## config.mk

```make
export PLATFORM = sky130hd
export DESIGN_NAME = scoreboard_insert
export DESIGN_NICKNAME = d
export VERILOG_FILES = /design/src/rtl/scoreboard_insert.sv
export SDC_FILE = /design/constraint.sdc
export NUM_CORES = 1
export LEC_CHECK = 0
export CELL_PAD_IN_SITES_DETAIL_PLACEMENT = 0
export CELL_PAD_IN_SITES_GLOBAL_PLACEMENT = 1
export CORE_UTILIZATION = 41
export CTS_BUF_LIST = sky130_fd_sc_hd__clkbuf_4 sky130_fd_sc_hd__clkbuf_8
export DETAILED_ROUTE_END_ITERATION = 8
export PLACE_DENSITY = 0.88
export SYNTH_ARGS = -nofsm -noshare
export SYNTH_HDL_FRONTEND = slang
export SYNTH_SLANG_ARGS = --single-unit
export TNS_END_PERCENT = 100
```

## constraint.sdc

```tcl
create_clock -name clk -period 4.4 [get_ports clk]
set_clock_uncertainty 0.1 [all_clocks]
set_input_delay 0.44 -clock clk [delete_from_list [all_inputs] [get_ports clk]]
set_output_delay 0.44 -clock clk [all_outputs]
set_load 0.01 [all_outputs]
```

## src/rtl/scoreboard_insert.sv

```systemverilog
// Sorted leaderboard (descending score) with one-at-a-time candidate insertion.
// Latency: accept at edge E; insert at pos k -> done after edge E+k+2, reject -> done after edge E+DEPTH.
// Backpressure: in_ready is high only in IDLE; in_valid while busy is dropped, not queued.
// Ports: clk/rst (sync active-high), in_valid/in_ready/in_score/in_name candidate handshake,
//        board_score/board_name flattened board (entry 0 = best in LSB slice), done/inserted/rank result.
// Option: define SCOREBOARD_TIE_NEW_EN to let a tied candidate rank above the existing entry.
module scoreboard_insert #(
    parameter int SCORE_SIZE    = 16,
    parameter int ALPHABET_SIZE = 5,
    parameter int DEPTH         = 3
) (
    input  logic                                 clk,
    input  logic                                 rst,
    input  logic                                 in_valid,
    output logic                                 in_ready,
    input  logic [SCORE_SIZE-1:0]                in_score,
    input  logic [3*ALPHABET_SIZE-1:0]           in_name,
    output logic [DEPTH*SCORE_SIZE-1:0]          board_score,
    output logic [DEPTH*3*ALPHABET_SIZE-1:0]     board_name,
    output logic                                 done,
    output logic                                 inserted,
    output logic [2:0]                           rank
);
    localparam int NW = 3 * ALPHABET_SIZE;

    typedef enum logic [1:0] {IDLE, SCAN, INSERT, DONE} state_t;

    state_t                state, state_nxt;
    logic [SCORE_SIZE-1:0] sc_q [DEPTH];
    logic [NW-1:0]         nm_q [DEPTH];
    logic [SCORE_SIZE-1:0] cand_score;
    logic [NW-1:0]         cand_name;
    logic [2:0]            idx;
    logic [2:0]            pos;
    logic                  ins_q;
    logic [SCORE_SIZE-1:0] entry_score;
    logic                  win;
    logic                  last_idx;

    // Select entry[idx] with an explicit mux so idx width need not match the array size.
    always_comb begin
        entry_score = '0;
        for (int i = 0; i < DEPTH; i++) begin
            if (idx == 3'(i)) entry_score = sc_q[i];
        end
    end

`ifdef SCOREBOARD_TIE_NEW_EN
    assign win = (cand_score >= entry_score);
`else
    assign win = (cand_score > entry_score);
`endif

    assign last_idx = (idx == 3'(DEPTH - 1));

    // State register
    always_ff @(posedge clk) begin
        if (rst) state <= IDLE;
        else     state <= state_nxt;
    end

    // Next-state logic
    always_comb begin
        state_nxt = state;
        case (state)
            IDLE:    if (in_valid) state_nxt = SCAN;
            SCAN:    if (win) state_nxt = INSERT;
                     else if (last_idx) state_nxt = DONE;
            INSERT:  state_nxt = DONE;
            DONE:    state_nxt = IDLE;
            default: state_nxt = IDLE;
        endcase
    end

    // Datapath: candidate latch, scan index, board storage
    always_ff @(posedge clk) begin
        if (rst) begin
            cand_score <= '0;
            cand_name  <= '0;
            idx        <= '0;
            pos        <= '0;
            ins_q      <= 1'b0;
            for (int i = 0; i < DEPTH; i++) begin
                sc_q[i] <= '0;
                nm_q[i] <= '0;
            end
        end else begin
            case (state)
                IDLE: begin
                    if (in_valid) begin
                        cand_score <= in_score;
                        cand_name  <= in_name;
                        idx        <= '0;
                        pos        <= '0;
                        ins_q      <= 1'b0;
                    end
                end
                SCAN: begin
                    if (win) begin
                        pos   <= idx;
                        ins_q <= 1'b1;
                    end else if (!last_idx) begin
                        idx <= idx + 3'd1;
                    end
                end
                INSERT: begin
                    // Entries below pos move down one slot; the last entry falls off.
                    if (pos == 3'd0) begin
                        sc_q[0] <= cand_score;
                        nm_q[0] <= cand_name;
                    end
                    for (int i = 1; i < DEPTH; i++) begin
                        if (3'(i) == pos) begin
                            sc_q[i] <= cand_score;
                            nm_q[i] <= cand_name;
                        end else if (3'(i) > pos) begin
                            sc_q[i] <= sc_q[i-1];
                            nm_q[i] <= nm_q[i-1];
                        end
                    end
                end
                default: ;
            endcase
        end
    end

    // Outputs
    always_comb begin
        in_ready = (state == IDLE);
        done     = (state == DONE);
        inserted = 1'b0;
        rank     = 3'd0;
        if (state == DONE && ins_q) begin
            inserted = 1'b1;
            rank     = pos;
        end
    end

    for (genvar g = 0; g < DEPTH; g++) begin : g_flat
        assign board_score[g*SCORE_SIZE +: SCORE_SIZE] = sc_q[g];
        assign board_name[g*NW +: NW]                  = nm_q[g];
    end

endmodule

```

==> results.md, run 1 <==
* Port buffer count at 132
* CP Capture Type: register
* Pre-CTS setup slack at 0.8576 ns
* TNS Setup at 0 ns
* Antenna-violating nets left at 0
* Core Box Area at 14530 sq um
* Grt ovf at 0
* Final core utilization at 0.5531
* GRT Total Usage at 0.2301
* PnR Total Power at 3.994 mW
* Initial antenna violation count at 0
* Worst Path Required at 4.65 ns
* Hold Vio Cnt, Final at 0
* CTS tree: built
* Synth warn at 0
* Met3 Track Usage GR at 0.05678
* Worst-Margin Slew at 0.9791 ns
* Placed Area at 7639 sq um
* Vias in the first global route at 4857
* Ys async rst share at 0
* Syn_area_per_cell at 10.70 sq um
* Hold crit path type: reg -> reg
* Total number of vias at 4843
* Avg Vias per Cell at 5.411
* CTS buffer count at 17
* Area contributors post-synth: edfxtp_1 (46%), dfxtp_1 (13%), nand2_1 (8.2%)
* EDFF count, synth at 93
* 1st-pass router iterations at 5
* Final WS setup at 0.8286 ns
* # resized after CTS at 0
* Unrepaired setup endpoints after global routing: false
* Clock slew at reported path FFs at 0.08 ns
* Final min period at 3.571 ns
* Clock tree buffer depth at 2
* Clock root cell: clkbuf_8
* H-tree levels at 4
* Die W at 124.1 um
* Power Density at 496.8 nW/um^2
* Final WL at 16980 um
* Rows at 44
* DIE AREA at 15400 sq um
* Nets at 757
* GPL Wtd Cong at 0.7846
* Met2 Use GR at 0.3898
* Antenna Cells at 0
* Synth unique cells at 35
* Starting Density at 0.4205
* Leakage at 2.990 nW
* Arrival time worst endpoint at 3.82 ns
* WL/cell at 18.97 um
* Setup Fix Bufs, Post-CTS at 0
* I/O pins at 133
* Maximum clock rate at 280.0 MHz
* Total of max-cap violations at 0
* Post-synthesis sequential area ratio at 0.5880
* Grt peak-use layer: met2
* Worst-Skew Late Latency at 0.45 ns
* Final setup viols at 0
* CP max stage delay at 0.41 ns
* Layout Area Growth over Synthesis at 31.55%
* Post-synth top cells: nand2_1 (133), edfxtp_1 (93), a21oi_1 (89)
* Crit path cell chain: inv_1 > ha_1 > nor3b_2 > buf_4 > a22oi_1 > nor2_1 > a21oi_1 > ha_1 > nand4_2 > nor4_2 > a22oi_1 > a22o_2 > and3_2 > mux2_2
* Most common cell in the netlist: nand2_1
* Synth Cell Area at 6111 sq um
* Pin count of the biggest net entering global routing at 43
* Worst path slowest cell: dfxtp_1
* Die height at 124.1 um
* Synth Register Bits at 133
* Dpl hpwl at 10990 um
* Final period util at 0.8117
* Share of Yosys cell area claimed by the top area cell type at 0.4570
* Met1 usage at 0.2828
* Outcome: completed
* WS Path Type: reg -> reg
* Top FF cell, synth: edfxtp_1
* TritonCTS Sinks at 133
* Syn_nets at 629
* Worst VDD drop at 0.2793 mV
* Critical Path Source Type: register
* First-pass GRT wire length at 25900 um
* Max-slew violations at 0
* Final Cell Area at 8039 sq um
* Initial DRC Count at 332
* CTS Hold Buffers Added at 0
* Syn Inst Count at 571
* Slew margin rel. at 0.3473
* Worst-path fanout max at 13
* Largest area contributor in the netlist: edfxtp_1
* DR DRC count at 0
* Layout cells sized above 1 at 0.1266
[final timing paths]
check / from / end / slack [ns] / depth (start not counted)
max: idx[1]$_SDFFE_PP0P_ / idx[0]$_SDFFE_PP0P_ / 0.83 / 14
min: cand_name[12]$_SDFFE_PP0P_ / cand_name[12]$_SDFFE_PP0P_ / 0.37 / 2
max reg2reg: idx[1]$_SDFFE_PP0P_ / idx[0]$_SDFFE_PP0P_ / 0.83 / 14
min reg2reg: cand_name[12]$_SDFFE_PP0P_ / cand_name[12]$_SDFFE_PP0P_ / 0.37 / 2
[critical path, delay by kind of cell (launching register included)]
family	cells	cell delay, ns
compound gates	4	0.62
fa+ha+maj	2	0.57
buf+inv	2	0.36
flops	1	0.41
mux	1	0.26
simple gates	5	1.13
[through the flow]
stage / hold slack, ns / cells
3_5_place_dp: 0.3578 / 864
5_1_grt: 0.3912 / 895
6_report: 0.3700 / 895
4_1_cts: 0.3684 / 895
3_3_place_gp: 0.3545 / 864
2_1_floorplan: 0.3450 / 571
[layout make-up]
class / instances / area [sq um]
Clock buffer: 27 / 327.8
Clock inverter: 4 / 72.57
Fill cell: 1278 / 6495
Inverter: 7 / 26.28
Multi-Input combinational cell: 397 / 2390
Sequential cell: 133 / 3593
Tap cell: 184 / 230.2
Timing Repair Buffer: 143 / 1399
[registers in the layout, summed over array words and instances, names as in the netlist]
signal      count
cand_name      15
cand_score     16
idx             3
ins_q           1
nm_q           45
pos             3
sc_q           48
state           2
[placed cells by master (no fill, tap or decap), drive strengths merged]
cell	synthesis	final
nor4	2	2
edfxtp	93	93
nand2	133	133
o21a	1	1
clkinv	0	1
a22o	5	5
clkinvlp	0	1
o22ai	1	1
nand2b	7	7
o21bai	1	1
clkbuf	28	27
nor3b	1	1
and2	32	32
or3	1	1
nor3	5	5
nor2b	2	2
a22oi	18	18
clkdlybuf4s50	0	131
mux2i	1	1
mux2	34	34
ha	24	24
a31o	1	1
and3	4	4
nand4	2	2
a21o	2	2
nor2	25	25
or2	1	1
a21oi	89	89
o32ai	1	1
dfxtp	40	40
buf	6	12
bufinv	0	2
inv	7	7
o21ai	4	4
[report_power, final]
| group | leakage [nW] | internal, mW | total (mW) | switching, mW |
|---|---|---|---|---|
| logic | 1.49 | 0.534 | 1.26 | 0.724 |
| clock network | 0.208 | 0.589 | 1.04 | 0.447 |
| registers | 1.29 | 1.55 | 1.70 | 0.149 |
[routing by layer]
| layer | share of wire | wire length, um |
|---|---|---|
| met2 | 0.49 | 8268 |
| met4 | 0.014 | 244 |
| met5 | 0 | 0 |
| met3 | 0.073 | 1238 |
| met1 | 0.43 | 7224 |
[logic make-up after synthesis]
logic type,after synthesis,share of synthesized area
compound gates,123,0.1157
fa+ha+maj,24,0.04914
buf+inv,41,0.02518
flops,133,0.5880
mux,35,0.06429
simple gates,215,0.1577
Note: power is estimated with default switching activity, not from simulation.
==> run 2: changes to the inputs <==
==> constraint.sdc (replaced) <==
create_clock -name clk -period 3.62 [get_ports clk]
set_clock_uncertainty 0.1 [all_clocks]
set_input_delay 0.362 -clock clk [delete_from_list [all_inputs] [get_ports clk]]
set_output_delay 0.362 -clock clk [all_outputs]
set_load 0.01 [all_outputs]
==> results.md, run 2 (synthesis results as in run 1) <==
* Final period util at 0.9465 (was 0.8117)
* Antenna-violating nets left at 0 (unchanged)
* Worst path slowest cell: dfxtp_1 (unchanged)
* CP max stage delay at 0.43 ns (was 0.41 ns)
* Biggest registers after layout: sc_q (48), nm_q (45), cand_score (16) (unchanged)
* Antenna Cells at 0 (unchanged)
* Worst-Skew Late Latency at 0.45 ns (about the same)
* Final min period at 3.426 ns (was 3.571 ns)
* WHS at 0.3615 ns (was 0.3700 ns)
* Initial antenna violation count at 0 (unchanged)
* Most frequent cells in the layout: nand2_1 (133), clkdlybuf4s50_1 (131), edfxtp_1 (93) (unchanged)
* I/O pins at 133 (unchanged)
* CTS buffer count at 17 (unchanged)
* DR DRC count at 0 (unchanged)
* R2R depth at 14 (unchanged)
* H-tree levels at 4 (unchanged)
* WL/cell at 18.92 um (was 18.97 um)
* Port buffer count at 132 (unchanged)
* Total of max-cap violations at 0 (unchanged)
* GPL Wtd Cong at 0.8244 (was 0.7846)
* GRT Total Usage at 0.2310 (was 0.2301)
* Nets at 768 (was 757)
* DIE AREA at 15400 sq um (unchanged)
* TNS Setup at 0 ns (unchanged)
* Max-slew violations at 0 (unchanged)
* Critical Path Source Type: register (unchanged)
* CTS Hold Buffers Added at 0 (unchanged)
* Dpl hpwl at 11460 um (was 10990 um)
* Worst Path Required at 3.87 ns (was 4.65 ns)
* Filler Cell Count at 1248 (was 1278)
* Power Density at 592.4 nW/um^2 (was 496.8 nW/um^2)
* TritonCTS Sinks at 133 (unchanged)
* Clock power share at 0.244 (was 0.260)
* Hold crit path type: in -> reg (was reg -> reg)
* Final WL at 17160 um (was 16980 um)
* Final setup viols at 0 (unchanged)
* Comb pwr share at 0.327 (was 0.315)
* PnR Total Power at 4.804 mW (was 3.994 mW)
* First-pass GRT wire length at 25970 um (was 25900 um)
* CP Capture Type: register (unchanged)
* Clock slew at reported path FFs at 0.09 ns (was 0.08 ns)
* Arrival time worst endpoint at 3.68 ns (was 3.82 ns)
* CTS tree: built (unchanged)
* Die height at 124.1 um (unchanged)
* Total number of vias at 4919 (was 4843)
* Clock root cell: clkbuf_8 (unchanged)
* Clock tree buffer depth at 2 (unchanged)
* Switching Share at 0.3530 (was 0.3304)
* Pin count of the biggest net entering global routing at 43 (unchanged)
* Pre-CTS setup slack at 0.1919 ns (was 0.8576 ns)
* Final WS setup at 0.1937 ns (was 0.8286 ns)
* Most common cell after layout, fill and taps aside: nand2_1 (unchanged)
* Buf/Inv on CP at 2 (unchanged)
* Worst-Margin Slew at 1.147 ns (was 0.9791 ns)
* Leakage at 3.008 nW (was 2.990 nW)
* Die W at 124.1 um (unchanged)
* WS Path Type: reg -> reg (unchanged)
* Worst path top cell family by delay: compound AO/OA/AOI/OAI gates (was simple AND/OR/NAND/NOR gates)
* Grt ovf at 0 (unchanged)
* Rows at 44 (unchanged)
* Slew margin rel. at 0.2309 (was 0.3473)
* Flop pwr share at 0.430 (was 0.426)
* Crit path cell chain: inv_1 > ha_1 > nor3b_2 > buf_4 > a22oi_1 > nor2_1 > a21oi_1 > ha_1 > nand4_2 > nor4_2 > a22oi_1 > a22o_2 > a31o_1 > o32ai_2 (was inv_1 > ha_1 > nor3b_2 > buf_4 > a22oi_1 > nor2_1 > a21oi_1 > ha_1 > nand4_2 > nor4_2 > a22oi_1 > a22o_2 > and3_2 > mux2_2)
* Initial DRC Count at 389 (was 332)
* Worst VDD drop at 0.2766 mV (was 0.2793 mV)
* Hold Vio Cnt, Final at 0 (unchanged)
* Maximum clock rate at 291.9 MHz (was 280.0 MHz)
* Vias in the first global route at 4857 (unchanged)
* Final Cell Area at 8109 sq um (was 8039 sq um)
* 1st-pass router iterations at 5 (unchanged)
* Layout cells sized above 1 at 0.1411 (was 0.1266)
* Internal power at 3.108 mW (was 2.675 mW)
* Core Box Area at 14530 sq um (unchanged)
* Layout Area Growth over Synthesis at 32.70% (was 31.55%)
* Outcome: completed (unchanged)
* Starting Density at 0.4205 (unchanged)
* Placed Area at 7704 sq um (was 7639 sq um)
* Hold depth at 3 (was 2)
* Unrepaired setup endpoints after global routing: false (unchanged)
* Levels on crit path at 14 (unchanged)
* Avg Vias per Cell at 5.423 (was 5.411)
* Worst-path fanout max at 16 (was 13)
* Largest register by flop count: sc_q (unchanged)
* Max reg flops at 48 (unchanged)
* Sw power at 1.695 mW (was 1.320 mW)
[run 2: what timing repair did]
item,4_1_cts,5_1_grt
endpoints found under the setup margin,0,9
gates resized for setup,0,3
setup buffers,0,3
[run 2: power groups by stage]
stage	Combinational (mW)	Clock [mW]	Sequential (mW)
after floorplan	0.842	0	2.10
after global placement	1.52	0	2.09
after detailed placement	1.56	0	2.09
after CTS	1.56	1.19	2.06
after global routing	1.73	1.25	2.09
final	1.57	1.17	2.06
[run 2: final timing paths]
kind	endpoint	startpoint	slack [ns]
max	state[0]$_SDFFE_PP0P_	idx[1]$_SDFFE_PP0P_	0.19
max reg2reg	state[0]$_SDFFE_PP0P_	idx[1]$_SDFFE_PP0P_	0.19
min	cand_score[9]$_SDFFE_PP0P_	in_score[9]	0.36
min reg2reg	cand_name[13]$_SDFFE_PP0P_	cand_name[13]$_SDFFE_PP0P_	0.37
[run 2: worst min-delay path, stage by stage]
cell	delay (ns)
clkdlybuf4s50_1	0.39
nand2_1	0.06
a21oi_1	0.05
[run 2: metrics by stage]
stage               instances  utilization
CTS                       903       0.5554
finish                    907       0.5579
global placement          871       0.5300
global route              907       0.5579
floorplan                 571            -
detailed placement        871       0.5300
[run 2: metal layers]
layer / vias up / GRT usage / routed length [um]
met3: 28 / 0.05998 / 1437
met2: 259 / 0.3750 / 8160
met1: 2338 / 0.2930 / 7218
met4: 0 / 0.09226 / 344
li1: 2294 / - / -
met5: - / 0 / 0
[run 2: cell type report]
cell class	count	area (sq um)	share of cell area
Sequential cell	133	3593	0.4431
Multi-Input combinational cell	397	2392	0.2950
Timing Repair Buffer	153	1486	0.1833
Clock buffer	18	241.5	0.02978
Tap cell	184	230.2	0.02839
Clock inverter	14	127.6	0.01574
Inverter	7	30.03	0.003703
Timing Repair inverter	1	7.507	0.0009258
